**src/rtl/pc_sequencer.sv**
```systemverilog
`default_nettype none
// ============================================================================
//  Module      : pc_sequencer
//  Description : Run-control sequencer for the 8-bit program counter. Decides
//                each cycle whether the instruction at pc commits and whether
//                a branch is taken. Supports free-run, single-step, a hardware
//                breakpoint and halt. Keeps a saturating retired-instruction
//                counter.
//  Revision    : 1.0 - initial release
// ============================================================================
module pc_sequencer #(
  parameter int PC_WIDTH  = 8,
  parameter int CNT_WIDTH = 16
) (
  input  logic                 pb_clk_debounced,
  input  logic                 rst_general,
  input  logic                 run_req,
  input  logic                 step_req,
  input  logic                 halt_req,
  input  logic                 resume_req,
  input  logic [PC_WIDTH-1:0]  pc,
  input  logic                 is_branch,
  input  logic                 branch_cond,
  input  logic                 is_halt_instr,
  input  logic                 bp_enable,
  input  logic [PC_WIDTH-1:0]  bp_addr,
  output logic                 pc_en,
  output logic [PC_WIDTH-1:0]  take_branch,
  output logic                 commit_en,
  output logic [2:0]           state,
  output logic                 halted,
  output logic [CNT_WIDTH-1:0] retired_count
);

  typedef enum logic [2:0] {
    IDLE   = 3'd0,
    RUN    = 3'd1,
    STEP   = 3'd2,
    BREAK  = 3'd3,
    HALTED = 3'd4
  } state_t;

  localparam logic [CNT_WIDTH-1:0] CNT_MAX = {CNT_WIDTH{1'b1}};

  state_t               cur_state;
  logic                 bp_skip;
  logic [CNT_WIDTH-1:0] count;
  logic                 bp_hit;
  logic                 advance;

  // Breakpoint match, suppressed for the one instruction after a resume
  always_comb begin
    bp_hit = bp_enable && (pc == bp_addr) && !bp_skip;
  end

  // Commit decision: zero-latency from registered state and live inputs;
  // reset forces no commit so an aborted RUN/STEP cycle never retires
  always_comb begin
    advance = 1'b0;
    if (!rst_general) begin
      case (cur_state)
        RUN:     advance = !halt_req && !is_halt_instr && !bp_hit;
        STEP:    advance = !is_halt_instr;
        default: advance = 1'b0;
      endcase
    end
  end

  assign pc_en         = advance;
  assign commit_en     = advance;
  assign take_branch   = {{(PC_WIDTH-1){1'b0}}, advance & is_branch & branch_cond};
  assign state         = cur_state;
  assign halted        = (cur_state == HALTED);
  assign retired_count = count;

  // State transitions, breakpoint-skip flag and saturating retire counter
  always_ff @(posedge pb_clk_debounced) begin
    if (rst_general) begin
      cur_state <= IDLE;
      bp_skip   <= 1'b0;
      count     <= '0;
    end else begin
      if (advance && (count != CNT_MAX)) begin
        count <= count + 1'b1;
      end

      case (cur_state)
        IDLE: begin
          // run_req outranks step_req
          if (run_req) begin
            cur_state <= RUN;
          end else if (step_req) begin
            cur_state <= STEP;
          end
        end
        RUN: begin
          if (halt_req) begin
            cur_state <= IDLE;
          end else if (is_halt_instr) begin
            cur_state <= HALTED;
          end else if (bp_hit) begin
            cur_state <= BREAK;
          end else begin
            // The skipped instruction has now executed; re-arm the breakpoint
            bp_skip <= 1'b0;
          end
        end
        STEP: begin
          // Breakpoint and halt_req do not apply to a single step
          if (is_halt_instr) begin
            cur_state <= HALTED;
          end else begin
            cur_state <= IDLE;
          end
        end
        BREAK: begin
          // resume_req outranks step_req
          if (resume_req) begin
            bp_skip   <= 1'b1;
            cur_state <= RUN;
          end else if (step_req) begin
            cur_state <= STEP;
          end
        end
        HALTED: begin
          // Only reset leaves HALTED
          cur_state <= HALTED;
        end
        default: begin
          cur_state <= IDLE;
        end
      endcase
    end
  end

endmodule
`default_nettype wire

```
**config.mk**
```make
export PLATFORM = sky130hd
export DESIGN_NAME = pc_sequencer
export DESIGN_NICKNAME = d
export VERILOG_FILES = /design/src/rtl/pc_sequencer.sv
export SDC_FILE = /design/constraint.sdc
export NUM_CORES = 1
export LEC_CHECK = 0
export CAP_MARGIN = 20
export CORE_MARGIN = 2
export CORE_UTILIZATION = 39
export DETAILED_ROUTE_END_ITERATION = 7
export PLACE_DENSITY = 0.72
export SLEW_MARGIN = 20
export SYNTH_ARGS = -nofsm -noshare
export SYNTH_HDL_FRONTEND = slang
export SYNTH_SLANG_ARGS = --single-unit
export TNS_END_PERCENT = 5
```
**constraint.sdc**
```tcl
create_clock -name pb_clk_debounced -period 1.7 [get_ports pb_clk_debounced]
set_input_delay 0.34 -clock pb_clk_debounced [delete_from_list [all_inputs] [get_ports pb_clk_debounced]]
set_output_delay 0.34 -clock pb_clk_debounced [all_outputs]
set_load 0.05 [all_outputs]
```
==> reports/results.ini, run 1 <==
[logic_synthesis]
synthTopCellsByArea = dfxtp_1 29%, xnor2_1 5.1%, buf_4 4.9%, nand4_1 4.1%, a21oi_1 3.6%
synth_warnings = 0
synthArstFlopShare = 0
synth_flop_cell = dfxtp_1
synth.avg_cell_area_um2 = 8.459
synth.distinct_cells = 50
netlist_area_mm2 = 0.001379
seq_area_frac_synth = 0.2904
ys_seq_elements = 20
yosysTopAreaCell = dfxtp_1
syn_inst = 163
synth_common_cells = 20 x dfxtp_1, 12 x nand2_1, 12 x nor2_1
synth_top_area_frac = 0.2904
synth.most_common_cell = dfxtp_1
synth-edff-count = 0

[clocking]
htreeDepth = 1
max-clock-path-buffers = 2
cts.sinks = 20
cts_tree = built
clkTransAtPathRegs_ps = 130
cts-buffers-inserted = 3
holdBufCountCts = 0
root_buffer = clkbuf_4
worst_skew_pair.late_latency_ps = 320

[worst_setup_path]
rrSetupSlack_ps = -180
path_max_fanout = 2
end_kind = output port
worstPathRequired_ps = 1360
critPathKind = in -> out
cp-start-kind = input pin
worstSetupStartpoint = pc[1]
r2r-start = state[0]
r2r-end = retired_count[13]
critPathArrivalTime_ps = 1640
r2r_cells = 5
crit_path_end = take_branch[0]

[detailed_routing]
vias_per_cell = 5.430
antenna_left = 0
routed_wl_um = 4249
wl_per_cell_um = 14.16
drt_drc_violations_left = 0
num_vias = 1629
drt_iter0_drc = 77
firstDrtPassIters = 4

[global_route]
antenna_found_initial = 0
grt_pass1_vias = 1673
grt_pass1_wl_um = 7251
gr-usage-all-layers = 0.2208
overflow = 0
grt_max_degree = 20

[sta]
fmax_mhz = 505.6
fin_setup_tns_ps = -1490
whs_ps = 507.0
skew_ps = 16.41
worst_pin_slew_ps = 663.6
fin_crit_sh = 1.163
slew_headroom = 0.5535
fin_ws_ps = -277.9
rsz0062_at_grt = true
slew_violations = 0
final-setup-viol-count = 16
hold_viol = 0
timing.final.crit_period_ps = 1978

[floorplanning]
ioPinCount = 56
die_x_um = 63.46
die_h_um = 63.46
coreArea_mm2 = 0.003363
dieArea_mm2 = 0.004027
initial_utilization = 0.4100
rows = 21

[cells_and_area]
fillers = 287
drive_gt1_frac = 0.5000
nets = 282
multi_input_area_mm2 = 0.001006
synthToLayoutAreaGrowth_pct = 72.50
seqCellArea_um2 = 430.4
antenna_cells = 0

[placed_design]
portBuffers = 48
gp_congestion = 0.8237
hpwl_um = 3080

[job]
maxCapViolations = 0

[pwr]
max-vdd-ir-drop_v = 0.0003247
power_density_mw_per_mm2 = 505.8
leakage_nw = 0.9870

[run_status]
failed_checks = setup timing
status = complete, but fails checks

[hold_path]
worstHoldPathType = reg -> reg

-- per-stage QoR --
stage	utilization	setup slack, ps	area (µm²)	total power [mW]	std cells
after floorplan	-	-266.8	1443	0.6596	169
after global placement	0.6343	-544.9	2133	0.7520	287
after detailed placement	0.6343	-643.0	2133	0.7597	287
after CTS	0.6946	-324.4	2336	1.190	300
after global routing	0.7072	-340.8	2379	1.266	300
final	0.7072	-277.9	2379	1.203	300
-- critical path, cell delays in order --
cell and delay, ps:
dlygate4sd2_1 260, xnor2_2 220, nand3_2 130, nor4_4 300, nor2_4 60, and3_4 180
buf_8 140
-- final cells by class --
cell class | count | share of cell area
multi-input cells | 130 | 0.4229
flip-flops and latches | 20 | 0.1810
clock inverters | 1 | 0.01262
well taps | 46 | 0.02420
inverters | 4 | 0.006312
clock buffers | 3 | 0.009469
repair buffers | 96 | 0.3435
-- cell families (layout without fill, tap and decap cells) --
family                   count (synthesis)  in the layout  share of synthesized area
AO/OA/AOI/OAI                           37             37                     0.1833
XOR/XNOR                                 8              8                    0.05082
flip-flops                              20             20                     0.2904
AND/OR/NAND/NOR                         74             74                     0.3394
multiplexers                             3              3                    0.02631
other                                    1              7                   0.002720
adder cells (fa/ha/maj)                  1              1                   0.009073
buffers and inverters                   19            104                    0.09800
-- flip-flops by register name (all words and copies together) (netlist names) --
signal         count
state              3
bp_skip            1
retired_count     16
-- worst min-delay path by stage --
stage                           from                to  slack, ps  depth (start not counted)
floorplan                    bp_skip           bp_skip        440                          1
global placement             bp_skip           bp_skip        460                          1
detailed placement           bp_skip           bp_skip        470                          1
CTS                 retired_count[4]  retired_count[4]        510                          2
global route                 bp_skip           bp_skip        530                          1
finish              retired_count[4]  retired_count[4]        510                          2
-- what timing repair did --
item | in CTS | in global routing
setup buffers | 9 | 0
pin swaps | 17 | 4
endpoints found under the setup margin | 19 | 23
gates resized for setup | 45 | 11
-- where the power goes --
| group | total, mW | leakage, nW | switching [mW] | internal [mW] |
|---|---|---|---|---|
| Combinational | 0.322 | 0.788 | 0.174 | 0.148 |
| Sequential | 0.479 | 0.171 | 0.00606 | 0.473 |
| Clock | 0.402 | 0.0279 | 0.164 | 0.239 |
-- routing by layer --
metal,wire length (µm),vias up,global-route usage
met3,247,9,0.04464
li1,-,790,-
met2,2319,62,0.4105
met1,1623,768,0.2456
met5,0,-,0
met4,58,0,0.07880
-- cell usage in the layout, fill, tap and decap left out, types with 3 or more instances in the layout --
cell type        Yosys  final
buf_4                9     64
dlygate4sd2_1        0     15
nand2_1             12     12
dfxtp_2              0     12
nand4_1              9      9
nor2_1              12      9
a21oi_1             10      9
conb_1               1      7
clkdlybuf4s50_1      0      7
xnor2_2              0      6
or4_1                5      5
nand3_1              5      4
inv_1                4      4
o31ai_1              4      4
dfxtp_4              0      4
dfxtp_1             20      4
o21ai_1              2      3
nor2b_1              4      3
a31oi_1              3      3
o41ai_1              3      3
clkbuf_4             0      3
buf_6                4      3
buf_12               0      3
Note: power is estimated with default switching activity, not from simulation.
==> inputs of run 2 (changes only) <==
--- a/config.mk
+++ b/config.mk
@@ -6,10 +6,11 @@
 export NUM_CORES = 1
 export LEC_CHECK = 0
 export CAP_MARGIN = 20
+export CORE_ASPECT_RATIO = 0.6
 export CORE_MARGIN = 2
-export CORE_UTILIZATION = 39
+export CORE_UTILIZATION = 40
 export DETAILED_ROUTE_END_ITERATION = 7
-export PLACE_DENSITY = 0.72
+export PLACE_DENSITY = 0.71
 export SLEW_MARGIN = 20
 export SYNTH_ARGS = -nofsm -noshare
 export SYNTH_HDL_FRONTEND = slang
==> constraint.sdc (replaced) <==
create_clock -name pb_clk_debounced -period 1.93 [get_ports pb_clk_debounced]
set_input_delay 0.386 -clock pb_clk_debounced [delete_from_list [all_inputs] [get_ports pb_clk_debounced]]
set_output_delay 0.386 -clock pb_clk_debounced [all_outputs]
set_load 0.05 [all_outputs]
==> run 2 against run 1 <==
Net effect: the run still ends with setup timing left; sequential power is 10% lower; register-to-register slack gained 250 ps; design area shrank 7.9%.
==> reports/results.ini, run 2 (synthesis gave the netlist of run 1 again) <==
[detailed_routing]
wl_per_cell_um = 15.93  ; +12%
drt_iter0_drc = 96  ; +25%
vias_per_cell = 5.650  ; +4.1%
firstDrtPassIters = 5  ; +1
antenna_left = 0  ; unchanged
num_vias = 1582  ; -2.9%
routed_wl_um = 4461  ; +5.0%
drt_drc_violations_left = 0  ; unchanged

[sta]
fin_crit_sh = 1.049
timing.final.crit_period_ps = 2024
fin_setup_tns_ps = -221.9  ; +1268 ps
final-setup-viol-count = 3  ; -13
rsz0062_at_grt = true
fmax_mhz = 494.0
fin_ws_ps = -94.46  ; +183.4 ps
skew_ps = 6.818  ; -9.591 ps
hold_viol = 0  ; unchanged
slew_violations = 0  ; unchanged
slew_headroom = 0.6053  ; +0.05177
whs_ps = 504.1  ; -2.932 ps
worst_pin_slew_ps = 586.6  ; -76.95 ps

[floorplanning]
die_h_um = 49.48  ; -22%
dieArea_mm2 = 0.003948  ; -2.0%
die_x_um = 79.80  ; +26%
coreArea_mm2 = 0.003283  ; -2.4%
initial_utilization = 0.4200  ; +0.009999
rows = 16  ; -24%
ioPinCount = 56  ; unchanged

[pwr]
power_frac_comb = 0.242  ; -0.026
p_clk_frac = 0.378  ; +0.044
leakage_nw = 0.9040  ; -8.4%
power_density_mw_per_mm2 = 515.1  ; +1.8%
switching_share = 0.2734  ; -0.01206
power_frac_seq = 0.380  ; -0.018
p_int_mw = 0.8195  ; -4.7%
max-vdd-ir-drop_v = 0.0003770  ; +16%
p_sw_mw = 0.3083  ; -10%

[hold_path]
min_to = retired_count[5]
min_from = retired_count[5]
worstHoldPathType = reg -> reg
min_delay_path_depth = 1  ; -1

[global_route]
grt_max_degree = 24  ; +20%
overflow = 0  ; unchanged
gr-usage-all-layers = 0.2319  ; +0.01111
grt_pass1_wl_um = 6955  ; -4.1%
antenna_found_initial = 0  ; unchanged
grt_pass1_vias = 1423  ; -15%

[clocking]
cts_tree = built
htreeDepth = 1  ; unchanged
cts-buffers-inserted = 3  ; unchanged
clkTransAtPathRegs_ps = 80  ; -50 ps
worst_skew_pair.late_latency_ps = 270  ; -50 ps
cts.sinks = 20  ; unchanged
root_buffer = clkbuf_8
holdBufCountCts = 0  ; unchanged
max-clock-path-buffers = 2  ; unchanged

[cells_and_area]
final_common_cell = buf_4
final_cell_mix = 40 x buf_4, 12 x clkdlybuf4s50_1, 11 x nand2_1, 10 x nor2_1
synthToLayoutAreaGrowth_pct = 58.80
largest_reg_flops = 16  ; unchanged
nets = 263  ; -6.7%
drive_gt1_frac = 0.4128  ; -0.08723
antenna_cells = 0  ; unchanged

[job]
maxCapViolations = 0  ; unchanged

[worst_setup_path]
path_cells = dlygate4sd2_1, xnor2_1, nand2_2, nor4_4, nor2_4, and3_4, buf_8
path_buf_inv = 2  ; unchanged
r2r-end = retired_count[8]
critical_path.max_stage_delay_ps = 350  ; +50 ps
cp-start-kind = input pin
critPathKind = in -> out
path_max_fanout = 3  ; +1
crit_family = simple AND/OR/NAND/NOR gates
r2r-start = retired_count[0]
rrSetupSlack_ps = 70  ; +250 ps
r2r_cells = 6  ; +1
end_kind = output port
critPathArrivalTime_ps = 1640  ; about the same
cp_slowest_cell = nor4_4
worstPathRequired_ps = 1540  ; +180 ps
worstSetupStartpoint = bp_addr[7]

[placed_design]
gp_congestion = 0.9096  ; +10%
hpwl_um = 3113  ; +1.1%
portBuffers = 48  ; unchanged

[run_status]
status = complete, but fails checks
failed_checks = setup timing

[run 2: cell count changes in the layout (fill, tap and decap cells not counted), sizes merged]
cell,previous run,this run
buf,71,50
clkbuf,4,3
clkdlybuf4s15,2,3
clkdlybuf4s50,7,12
dlygate4sd2,15,9
dlymetal6s2s,0,3
[run 2: worst max-delay path by stage]
stage,to,cells past startpoint
floorplan,take_branch[0],6
global placement,retired_count[8],7
detailed placement,retired_count[8],7
CTS,take_branch[0],6
global route,take_branch[0],6
finish,take_branch[0],7
[run 2: timing repair]
item / in CTS / in global routing
endpoints found under the setup margin: 10 / 19
resized for setup: 52 / 18
setup buffers: 13 / 0
pin swaps: 16 / 4
[run 2: metal layers]
metal | GRT usage | vias to the layer above | wire [µm]
li1 | - | 748 | -
met1 | 0.2993 | 753 | 1939
met2 | 0.3683 | 69 | 2048
met3 | 0.07143 | 12 | 336
met4 | 0.08192 | 0 | 137
met5 | 0 | - | 0
[run 2: layout make-up]
type,instances,area [µm²]
clock buffers,3,41.29
clock inverters,1,30.03
fillers,254,1094
inverters,4,15.01
multi-input cells,130,975.9
flip-flops and latches,20,425.4
well taps,45,56.30
repair buffers,77,645.6
[run 2: through the flow]
| stage | instances | setup slack [ps] | utilization | power (mW) | instance area (µm²) |
|---|---|---|---|---|---|
| detailed placement | 263 | -429.7 | 0.5884 | 0.6640 | 1932 |
| finish | 280 | -94.46 | 0.6669 | 1.128 | 2190 |
| global placement | 263 | -381.5 | 0.5884 | 0.6588 | 1932 |
| CTS | 280 | -102.1 | 0.6463 | 1.115 | 2122 |
| global route | 280 | -146.3 | 0.6669 | 1.173 | 2190 |
| floorplan | 169 | -89.62 | - | 0.5833 | 1433 |
[run 2: power by group through the flow]
stage               clock network (mW)  registers, mW  logic, mW
floorplan                            0          0.455      0.129
global placement                     0          0.439      0.220
detailed placement                   0          0.440      0.224
CTS                              0.430          0.430      0.255
global route                     0.455          0.430      0.288
finish                           0.426          0.429      0.273
==> inputs of run 3 (changes only) <==
--- a/config.mk
+++ b/config.mk
@@ -10,7 +10,7 @@
 export CORE_MARGIN = 2
 export CORE_UTILIZATION = 40
 export DETAILED_ROUTE_END_ITERATION = 7
-export PLACE_DENSITY = 0.71
+export PLACE_DENSITY = 0.73
 export SLEW_MARGIN = 20
 export SYNTH_ARGS = -nofsm -noshare
 export SYNTH_HDL_FRONTEND = slang
==> run 3 against run 2 <==
Net effect: largest power group unchanged; routed wire length is 14% higher; combinational power is 9.2% higher; die area stayed put; design area hardly changed; sequential share of layout area is 0.18 points lower; via count is 4.9% higher; the flow still finishes with violations (setup timing); register-to-register slack worse by 70 ps; clock power is 33% lower; largest cell class unchanged; global-route usage is 0.12 points higher; first-iteration DRC count is 130% higher; sequential power hardly changed.
==> reports/results.ini, run 3 (synthesis gave the netlist of run 1 again) <==
[cells_and_area]
largest_reg_flops = 16  ; unchanged
synthToLayoutAreaGrowth_pct = 58.89  ; about the same
nets = 264  ; +0.38%
final_common_cell = buf_4
seqCellArea_um2 = 421.7  ; -0.88%
fillers = 254  ; unchanged
drive_gt1_frac = 0.4110  ; -0.001749
multi_input_area_um2 = 994.7  ; +1.9%
final_cell_mix = 42 x buf_4, 14 x clkdlybuf4s50_1, 11 x nor2_1, 11 x nand2_1, 11 x dfxtp_2

[sta]
fin_setup_tns_ps = -425.4  ; -203.5 ps
worst_pin_slew_ps = 902.5  ; +315.8 ps
fin_ws_ps = -146.8  ; -52.37 ps
rsz0062_at_grt = true
final-setup-viol-count = 4  ; +1
timing.final.crit_period_ps = 2077  ; +52.37 ps
fin_crit_sh = 1.076  ; +0.02713
hold_viol = 0  ; unchanged
slew_violations = 0  ; unchanged
skew_ps = 7.798  ; +0.9806 ps
fmax_mhz = 481.5  ; -2.5%
slew_headroom = 0.3928  ; -0.2125

[worst_setup_path]
path_buf_inv = 2  ; unchanged
cp_slowest_cell = xnor2_1
worstPathRequired_ps = 1540  ; about the same
critPathArrivalTime_ps = 1690  ; +50 ps
path_max_fanout = 2  ; -1
r2r-start = retired_count[8]
rrSetupSlack_ps = 0  ; -70 ps
path_depth = 7  ; unchanged
cp-start-kind = input pin
r2r_cells = 6  ; unchanged
critical_path.max_stage_delay_ps = 260  ; -90 ps
path_cells = dlygate4sd2_1, xnor2_1, nand3_2, nor4_4, nor2_4, and3_4, buf_8
crit_family = simple AND/OR/NAND/NOR gates
end_kind = output port
critPathKind = in -> out
r2r-end = retired_count[1]

[placed_design]
portBuffers = 48  ; unchanged
gp_congestion = 0.9224  ; +1.4%
hpwl_um = 3201  ; +2.8%

[global_route]
antenna_found_initial = 0  ; unchanged
grt_pass1_wl_um = 7141  ; +2.7%
overflow = 0  ; unchanged
grt_max_degree = 24  ; unchanged
grt_pass1_vias = 1476  ; +3.7%
gr-usage-all-layers = 0.2331  ; +0.001196

[pwr]
max-vdd-ir-drop_v = 0.0003136  ; -17%
finalPower_mw = 1.016  ; -9.9%
power_density_mw_per_mm2 = 463.8  ; -10%
leakage_nw = 0.8573  ; -5.2%

[clocking]
max-clock-path-buffers = 2  ; unchanged
worst_skew_pair.late_latency_ps = 260  ; about the same
cts-buffers-inserted = 3  ; unchanged
cts.sinks = 20  ; unchanged
cts_tree = built
root_buffer = clkbuf_8
clkTransAtPathRegs_ps = 80  ; about the same
htreeDepth = 1  ; unchanged
holdBufCountCts = 0  ; unchanged

[hold_path]
min_to = retired_count[5]
min_from = retired_count[5]
min_delay_path_depth = 1  ; unchanged
worstHoldPathType = reg -> reg

[detailed_routing]
antenna_left = 0  ; unchanged
drt_iter0_drc = 223  ; +130%
wl_per_cell_um = 18.02  ; +13%
firstDrtPassIters = 5  ; unchanged
routed_wl_um = 5082  ; +14%
vias_per_cell = 5.883  ; +4.1%
num_vias = 1659  ; +4.9%
drt_drc_violations_left = 0  ; unchanged

[floorplanning]
die_x_um = 79.80  ; unchanged
die_h_um = 49.48  ; unchanged
rows = 16  ; unchanged
dieArea_mm2 = 0.003948  ; unchanged
initial_utilization = 0.4200  ; unchanged
coreArea_mm2 = 0.003283  ; unchanged
ioPinCount = 56  ; unchanged

[run_status]
failed_checks = setup timing
status = complete, but fails checks

[job]
maxCapViolations = 0  ; unchanged

run 3: through the flow:
stage          cells  utilization  setup slack (ps)  hold slack [ps]  cell area, µm²
3_5_place_dp     262       0.5861            -418.9            477.7            1924
6_report         282       0.6673            -146.8            500.0            2191
4_1_cts          281       0.6387            -95.32            487.4            2097
2_1_floorplan    169            -            -89.62            441.0            1433
5_1_grt          281       0.6665            -168.6            523.1            2188
3_3_place_gp     262       0.5861            -366.0            473.0            1924
run 3: power breakdown:
part	total (mW)	internal (mW)	switching (mW)
Clock	0.287	0.147	0.140
Combinational	0.298	0.141	0.157
Sequential	0.431	0.419	0.0123
Total	1.02	0.707	0.309
run 3: what timing repair did:
item	4_1_cts	5_1_grt
cloned	0	0
buffers inserted	15	0
resized for setup	55	16
pin swaps	17	8
setup endpoints to repair	10	10
run 3: area by class of cell:
type / instances / share of cell area
tap: 45 / 0.02570
timing repair buffer: 78 / 0.2993
multi-input combinational: 130 / 0.4540
antenna: 1 / 0.001142
inverter: 4 / 0.006853
sequential: 20 / 0.1925
clock buffer: 4 / 0.02056
run 3: routing by layer:
layer,part of all wire,GRT usage,vias to the layer above
met4,0.026,0.05932,0
met3,0.089,0.05678,19
met2,0.48,0.3838,116
met5,0,0,-
met1,0.40,0.3081,768
li1,-,-,756
run 3: how the worst max path moves through the flow:
stage	from	endpoint	slack, ps
final	pc[4]	take_branch[0]	-150
after global routing	pc[4]	take_branch[0]	-170
after CTS	bp_skip	take_branch[0]	-100
after detailed placement	bp_enable	retired_count[8]	-420
after global placement	bp_enable	retired_count[8]	-370
after floorplan	state[1]	take_branch[0]	-90
run 3: worst reg2reg max path: stages (launching register included):
cell     delay, ps
dfxtp_1        410
nand4_1        200
or4_4          630
nand2_2        210
buf_4          190
o21ai_1         70
a21oi_1        160
